## config.mk

```make
export PLATFORM = sky130hd
export DESIGN_NAME = trig_func_seq_flat
export DESIGN_NICKNAME = d
export VERILOG_FILES = /design/src/rtl/trig_func_seq_if.sv /design/src/rtl/trig_func_seq.sv /design/src/flat_wrapper.sv
export SDC_FILE = /design/constraint.sdc
export NUM_CORES = 1
export LEC_CHECK = 0
export CORE_ASPECT_RATIO = 0.75
export CORE_MARGIN = 2
export CORE_UTILIZATION = 40
export DETAILED_ROUTE_END_ITERATION = 8
export PLACE_DENSITY = 0.71
export SLEW_MARGIN = 25
export SYNTH_ARGS = -nofsm -noshare
export SYNTH_HDL_FRONTEND = slang
export SYNTH_SLANG_ARGS = --single-unit
```

## constraint.sdc

```tcl
create_clock -name clk -period 6.7 [get_ports clk]
set_input_delay 1.34 -clock clk [delete_from_list [all_inputs] [get_ports clk]]
set_output_delay 1.34 -clock clk [all_outputs]
set_load 0.005 [all_outputs]
```

## src/rtl/trig_func_seq_if.sv

```systemverilog
// trig_func_seq_if: configuration, condition and status bundle for trig_func_seq.
//   master : drives cfg_we/cfg_lut/arm/disarm/din/match_len/holdoff, observes status
//   slave  : the trigger block itself; drives y/trig/armed/state/fire_cnt
interface trig_func_seq_if #(
  parameter int N_IN   = 4,
  parameter int CNT_W  = 8,
  parameter int HOLD_W = 8
);
  logic                   cfg_we;
  logic [(1<<N_IN)-1:0]   cfg_lut;
  logic                   arm;
  logic                   disarm;
  logic [N_IN-1:0]        din;
  logic [CNT_W-1:0]       match_len;
  logic [HOLD_W-1:0]      holdoff;
  logic                   y;
  logic                   trig;
  logic                   armed;
  logic [1:0]             state;
  logic [CNT_W-1:0]       fire_cnt;

  modport master (
    output cfg_we, cfg_lut, arm, disarm, din, match_len, holdoff,
    input  y, trig, armed, state, fire_cnt
  );

  modport slave (
    input  cfg_we, cfg_lut, arm, disarm, din, match_len, holdoff,
    output y, trig, armed, state, fire_cnt
  );
endinterface

```

## src/rtl/trig_func_seq.sv

```systemverilog
// trig_func_seq: programmable-LUT trigger with arm / match-run / hold-off sequencing.
//   clk    : rising-edge clock
//   rst_n  : asynchronous active-low reset
//   bus    : trig_func_seq_if.slave
//            in : cfg_we, cfg_lut (bit i = result for din==i), arm, disarm, din,
//                 match_len (0 behaves as 1), holdoff
//            out: y (registered LUT result), trig (1-cycle pulse), armed,
//                 state (0 IDLE, 1 ARMED, 2 HOLD), fire_cnt (saturating)
// Build option: TRIG_EDGE_EN -- fire on a rising edge of the LUT result instead of
//   on a run of match_len consecutive matches.
module trig_func_seq #(
  parameter int N_IN   = 4,
  parameter int CNT_W  = 8,
  parameter int HOLD_W = 8
) (
  input logic           clk,
  input logic           rst_n,
  trig_func_seq_if.slave bus
);
  localparam int LUT_W = 1 << N_IN;

  typedef enum logic [1:0] {
    S_IDLE  = 2'd0,
    S_ARMED = 2'd1,
    S_HOLD  = 2'd2
  } state_t;

  state_t             state_q, state_d;
  logic [LUT_W-1:0]   lut_q;
  logic               y_q;
  logic               trig_q, trig_d;
  logic [CNT_W-1:0]   run_q, run_d;
  logic [HOLD_W-1:0]  hold_q, hold_d;
  logic [CNT_W-1:0]   fire_q, fire_d;
  logic               match;
  logic               fire_cond;

  assign match = lut_q[bus.din];

`ifdef TRIG_EDGE_EN
  logic prev_q;
  assign fire_cond = match && !prev_q;
`else
  // One extra bit so a saturated run still compares correctly against match_len.
  logic [CNT_W:0] run_inc, need;
  assign run_inc   = {1'b0, run_q} + (CNT_W+1)'(1);
  assign need      = (bus.match_len == '0) ? (CNT_W+1)'(1) : {1'b0, bus.match_len};
  assign fire_cond = match && (run_inc >= need);
`endif

  always_comb begin
    state_d = state_q;
    run_d   = run_q;
    hold_d  = hold_q;
    trig_d  = 1'b0;
    fire_d  = fire_q;
    if (bus.disarm) begin
      state_d = S_IDLE;
      run_d   = '0;
    end else begin
      case (state_q)
        S_IDLE: begin
          run_d = '0;
          if (bus.arm) state_d = S_ARMED;
        end
        S_ARMED: begin
          if (fire_cond) begin
            trig_d  = 1'b1;
            run_d   = '0;
            hold_d  = bus.holdoff;
            state_d = S_HOLD;
            if (fire_q != '1) fire_d = fire_q + CNT_W'(1);
          end else if (match) begin
            if (run_q != '1) run_d = run_q + CNT_W'(1);
          end else begin
            run_d = '0;
          end
        end
        S_HOLD: begin
          run_d = '0;
          if (hold_q == '0) state_d = S_ARMED;
          else              hold_d  = hold_q - HOLD_W'(1);
        end
        default: begin
          // Unused encoding recovers to IDLE.
          state_d = S_IDLE;
          run_d   = '0;
        end
      endcase
    end
    // A new table invalidates any partial run built on the old one.
    if (bus.cfg_we) run_d = '0;
  end

  always_ff @(posedge clk or negedge rst_n) begin
    if (!rst_n) begin
      state_q <= S_IDLE;
      lut_q   <= '0;
      y_q     <= 1'b0;
      trig_q  <= 1'b0;
      run_q   <= '0;
      hold_q  <= '0;
      fire_q  <= '0;
    end else begin
      state_q <= state_d;
      if (bus.cfg_we) lut_q <= bus.cfg_lut;
      y_q     <= match;
      trig_q  <= trig_d;
      run_q   <= run_d;
      hold_q  <= hold_d;
      fire_q  <= fire_d;
    end
  end

`ifdef TRIG_EDGE_EN
  always_ff @(posedge clk or negedge rst_n) begin
    if (!rst_n) prev_q <= 1'b0;
    else        prev_q <= match;
  end
`endif

  assign bus.y        = y_q;
  assign bus.trig     = trig_q;
  assign bus.armed    = (state_q == S_ARMED) || (state_q == S_HOLD);
  assign bus.state    = state_q;
  assign bus.fire_cnt = fire_q;
endmodule

```

## src/flat_wrapper.sv

```systemverilog
// flat-port wrapper written by rule: the top's interface ports become plain ports
module trig_func_seq_flat 
#(
  parameter int N_IN   = 4,
  parameter int CNT_W  = 8,
  parameter int HOLD_W = 8
)
  (clk, rst_n, bus_cfg_we, bus_cfg_lut, bus_arm, bus_disarm, bus_din, bus_match_len, bus_holdoff, bus_y, bus_trig, bus_armed, bus_state, bus_fire_cnt);
  trig_func_seq_if #(.N_IN(N_IN), .CNT_W(CNT_W), .HOLD_W(HOLD_W)) bus_i ();
  input logic clk;
  input logic rst_n;
  input wire logic [$bits(bus_i.cfg_we)-1:0] bus_cfg_we;
  input wire logic [$bits(bus_i.cfg_lut)-1:0] bus_cfg_lut;
  input wire logic [$bits(bus_i.arm)-1:0] bus_arm;
  input wire logic [$bits(bus_i.disarm)-1:0] bus_disarm;
  input wire logic [$bits(bus_i.din)-1:0] bus_din;
  input wire logic [$bits(bus_i.match_len)-1:0] bus_match_len;
  input wire logic [$bits(bus_i.holdoff)-1:0] bus_holdoff;
  output wire logic [$bits(bus_i.y)-1:0] bus_y;
  output wire logic [$bits(bus_i.trig)-1:0] bus_trig;
  output wire logic [$bits(bus_i.armed)-1:0] bus_armed;
  output wire logic [$bits(bus_i.state)-1:0] bus_state;
  output wire logic [$bits(bus_i.fire_cnt)-1:0] bus_fire_cnt;
  assign bus_i.cfg_we = bus_cfg_we;
  assign bus_i.cfg_lut = bus_cfg_lut;
  assign bus_i.arm = bus_arm;
  assign bus_i.disarm = bus_disarm;
  assign bus_i.din = bus_din;
  assign bus_i.match_len = bus_match_len;
  assign bus_i.holdoff = bus_holdoff;
  assign bus_y = bus_i.y;
  assign bus_trig = bus_i.trig;
  assign bus_armed = bus_i.armed;
  assign bus_state = bus_i.state;
  assign bus_fire_cnt = bus_i.fire_cnt;
  trig_func_seq #(.N_IN(N_IN), .CNT_W(CNT_W), .HOLD_W(HOLD_W)) u_core (.clk(clk), .rst_n(rst_n), .bus(bus_i));
endmodule
```

==> impl_metrics.py <==
metrics = {
    "placement": {
        "dp_hpwl_mm": 4.052,
        "postPlaceCellArea_um2": 3166,
        "numPlacedInstances": 372,
        "gp_congestion": 0.8123,
        "io_buffers": 53,
        "place_ws_ns": 2.540,
    },
    "sta": {
        "setup_viol": 0,
        "fin_setup_tns_ns": 0,
        "slew_violations": 0,
        "finalWorstSetupSlack_ns": 2.866,
        "fin_crit_sh_pct": 57.22,
        "max_freq_ghz": 0.2608,
        "worst_pin_slew_ns": 0.8377,
        "timing.slew.headroom_pct": 44.16,
        "rsz0062_at_grt": "no",
        "skew_ns": 0.005697,
        "finalHoldViolCount": 0,
        "period_needed_ns": 3.834,
    },
    "synthesis": {
        "synthArstFlopShare_pct": 100.0,
        "synth_simple_gate_area_share_pct": 16.34,
        "syn_nets": 302,
        "syn_avg_cell_area_um2": 10.53,
        "synthXorXnorAreaFrac_pct": 4.074,
        "yosysWarnings": 0,
        "ys_types": 41,
        "synth_area_um2": 2580,
        "synth_compound_area_share_pct": 10.86,
        "synth_top_family_by_area": "simple AND/OR/NAND/NOR gates",
        "syn_inst": 245,
        "synth.mux.area_fraction_pct": 13.48,
        "synthAdderAreaFrac_pct": 7.759,
        "synth_ff_type": "dfrtp_1",
        "synth_seq_area_share_pct": 42.68,
        "ys_ff_latch": 44,
        "synth-edff-count": 0,
    },
    "die": {
        "rows": 25,
        "chipHeight_um": 73.55,
        "fp.dieArea_um2": 7115,
        "start_util_pct": 41.24,
        "core_um2": 6256,
        "pin_count": 54,
        "die_w_um": 96.74,
    },
    "pwr": {
        "switching_share_pct": 30.63,
        "p_switching_w": 0.0002220,
        "leakage_nw": 1.444,
        "p_int_w": 0.0005029,
        "p_seq_share_pct": 45.8,
        "p_clk_share_pct": 28.9,
        "power_frac_comb_pct": 25.3,
        "peakVddDrop_v": 0.00008879,
        "power_density_nw_per_um2": 220.8,
    },
    "global_routing": {
        "grt_max_degree": 45,
        "antenna_found_initial": 0,
        "grt_usage_pct": 16.04,
        "gr-total-overflow": 0,
        "first_global_vias": 1958,
        "grt_pass1_wl_mm": 9.170,
    },
    "drt": {
        "via_per_inst": 5.282,
        "drt_iter0_drc": 100,
        "wl_per_cell_um": 14.12,
        "dr.pass1.iters": 4,
        "drcViolationCount": 0,
        "postRouteAntennaNets": 0,
        "route.vias.total": 2007,
        "wl_mm": 5.364,
    },
    "cts": {
        "clk_path_buf_depth": 2,
        "cts.sinks": 44,
        "cts.clk_slew.worst_paths_ns": 0.09,
        "numCtsBuffers": 5,
        "cts_tree": "yes",
        "postCtsHoldBufs": 0,
        "h-tree-depth": 2,
        "clk_latency_ns": 0.30,
        "ctsRootBufferMaster": "clkbuf_8",
        "post-cts-setup-buffer-count": 0,
        "cts_resized": 0,
    },
    "setup_path": {
        "crit_path_max_incr_delay_ns": 0.63,
        "critPathCaptureType": "flip-flop",
        "critPathBufInv": 1,
        "crit_required_ns": 6.89,
        "critPathMaxFanout": 20,
        "path_class": "in2reg",
        "path_cells": "clkdlybuf4s50_1, nor4_1, a41o_1, ha_1, nand2b_1, nand3_1, a211oi_1, o21ai_2, or2_2, mux2_2",
        "critPathSlowestCell": "o21ai_2",
        "cp.arrival_ns": 4.02,
        "critPathTopFamily": "compound AO/OA/AOI/OAI gates",
        "worstSetupStartpointType": "input pin",
    },
    "layout": {
        "area.growth.synth_to_final_pct": 27.26,
        "ff_latch_area_um2": 1101,
        "multi_input_area_um2": 1355,
        "final_util_pct": 52.48,
        "nNetsFinal": 355,
        "layout-drive-gt1-share_pct": 11.04,
        "mostFrequentLayoutCells": "clkdlybuf4s50_1, dfrtp_1, inv_1, mux2_2, ha_1",
        "fillers": 585,
        "fin_area_um2": 3283,
        "num_antenna_cells": 0,
        "final_common_cell": "clkdlybuf4s50_1",
        "final_cells": 380,
    },
    "flow_run": {
        "cap_violations": 0,
    },
    "outcome": {
        "status": "finished clean",
    },
    "worst_hold_path": {
        "hold_path_class": "reg2reg",
    },
}
area by class of cell:
| class | instances | share of cell area [%] |
|---|---|---|
| clock buffers | 5 | 2.096 |
| well taps | 81 | 3.087 |
| inverters | 22 | 2.515 |
| flip-flops and latches | 44 | 33.54 |
| multi-input cells | 172 | 41.27 |
| repair buffers | 53 | 16.08 |
| clock inverters | 3 | 1.410 |
worst register-to-register path: stages (launching register included):
cell and delay (ns):
dfrtp_1 0.40, and3_1 0.22, and3_1 0.21, xor2_1 0.22, ha_1 0.26, o21a_1 0.16
o21ai_0 0.19, o21ai_0 0.17, o21ai_2 0.67, or2_2 0.26, mux2_2 0.33
worst paths after layout:
check                            startpoint                      to  slack [ns]  cells past startpoint
max reg2reg                 u_core.run_q[2]  u_core.bus.fire_cnt[1]        3.51                     10
min in group asynchronous             rst_n         u_core.lut_q[8]        1.02                      1
min reg2reg                 u_core.lut_q[5]         u_core.lut_q[5]        0.51                      1
max                        bus_match_len[5]  u_core.bus.fire_cnt[1]        2.87                     10
min                         u_core.lut_q[5]         u_core.lut_q[5]        0.51                      1
max in group asynchronous             rst_n         u_core.run_q[6]        5.29                      1
synthesized netlist by cell type (6+ instances only):
cell      number  area share (%)
a21oi_1       11             2.1
dfrtp_1       44              43
ha_1          16             7.8
inv_1         22             3.2
mux2_2        18             7.9
nand2_1       11             1.6
nand2b_1       6             1.5
nand3_1       11             2.1
nor2_1         8             1.2
nor2b_1       13             3.2
nor3_1         8             1.6
o22ai_1        6             1.5
xor2_1         7             2.4
state kept, by name, summed over array words and instances, names as in the netlist:
| name | cells |
|---|---|
| u_core.lut_q | 16 |
| u_core.bus.fire_cnt | 8 |
| u_core.hold_q | 8 |
| u_core.run_q | 8 |
| u_core.bus.state | 2 |
| u_core.bus.trig | 1 |
| u_core.bus.y | 1 |
power by group through the flow:
| stage | Combinational, W | Sequential [W] | Clock (W) |
|---|---|---|---|
| 6_report | 0.000183 | 0.000332 | 0.000210 |
| 3_3_place_gp | 0.000179 | 0.000335 | 0 |
| 3_5_place_dp | 0.000183 | 0.000338 | 0 |
| 4_1_cts | 0.000184 | 0.000332 | 0.000215 |
| 2_1_floorplan | 0.000120 | 0.000328 | 0 |
| 5_1_grt | 0.000206 | 0.000339 | 0.000226 |
through the flow:
step	total power [W]	hold WS, ns
final	0.0007249	0.5075
after global routing	0.0007710	0.5211
after CTS	0.0007316	0.5104
after detailed placement	0.0005206	0.4883
after global placement	0.0005136	0.4810
after floorplan	0.0004483	0.4720
layer usage:
layer  vias up  global-route usage [%]  part of all wire [%]
met5         -                       0                     0
met4         0                   3.756                  0.89
met3         5                   3.330                   3.9
met2        37                   25.54                    45
met1       979                   22.79                    50
li1        986                       -                     -
kinds of logic after synthesis:
family / Yosys count
buffers and inverters: 29
AND/OR/NAND/NOR: 76
AO/OA/AOI/OAI: 42
multiplexers: 26
adder cells (fa/ha/maj): 16
flip-flops: 44
XOR/XNOR: 12
No activity file was read; power rests on OpenSTA's default activity.
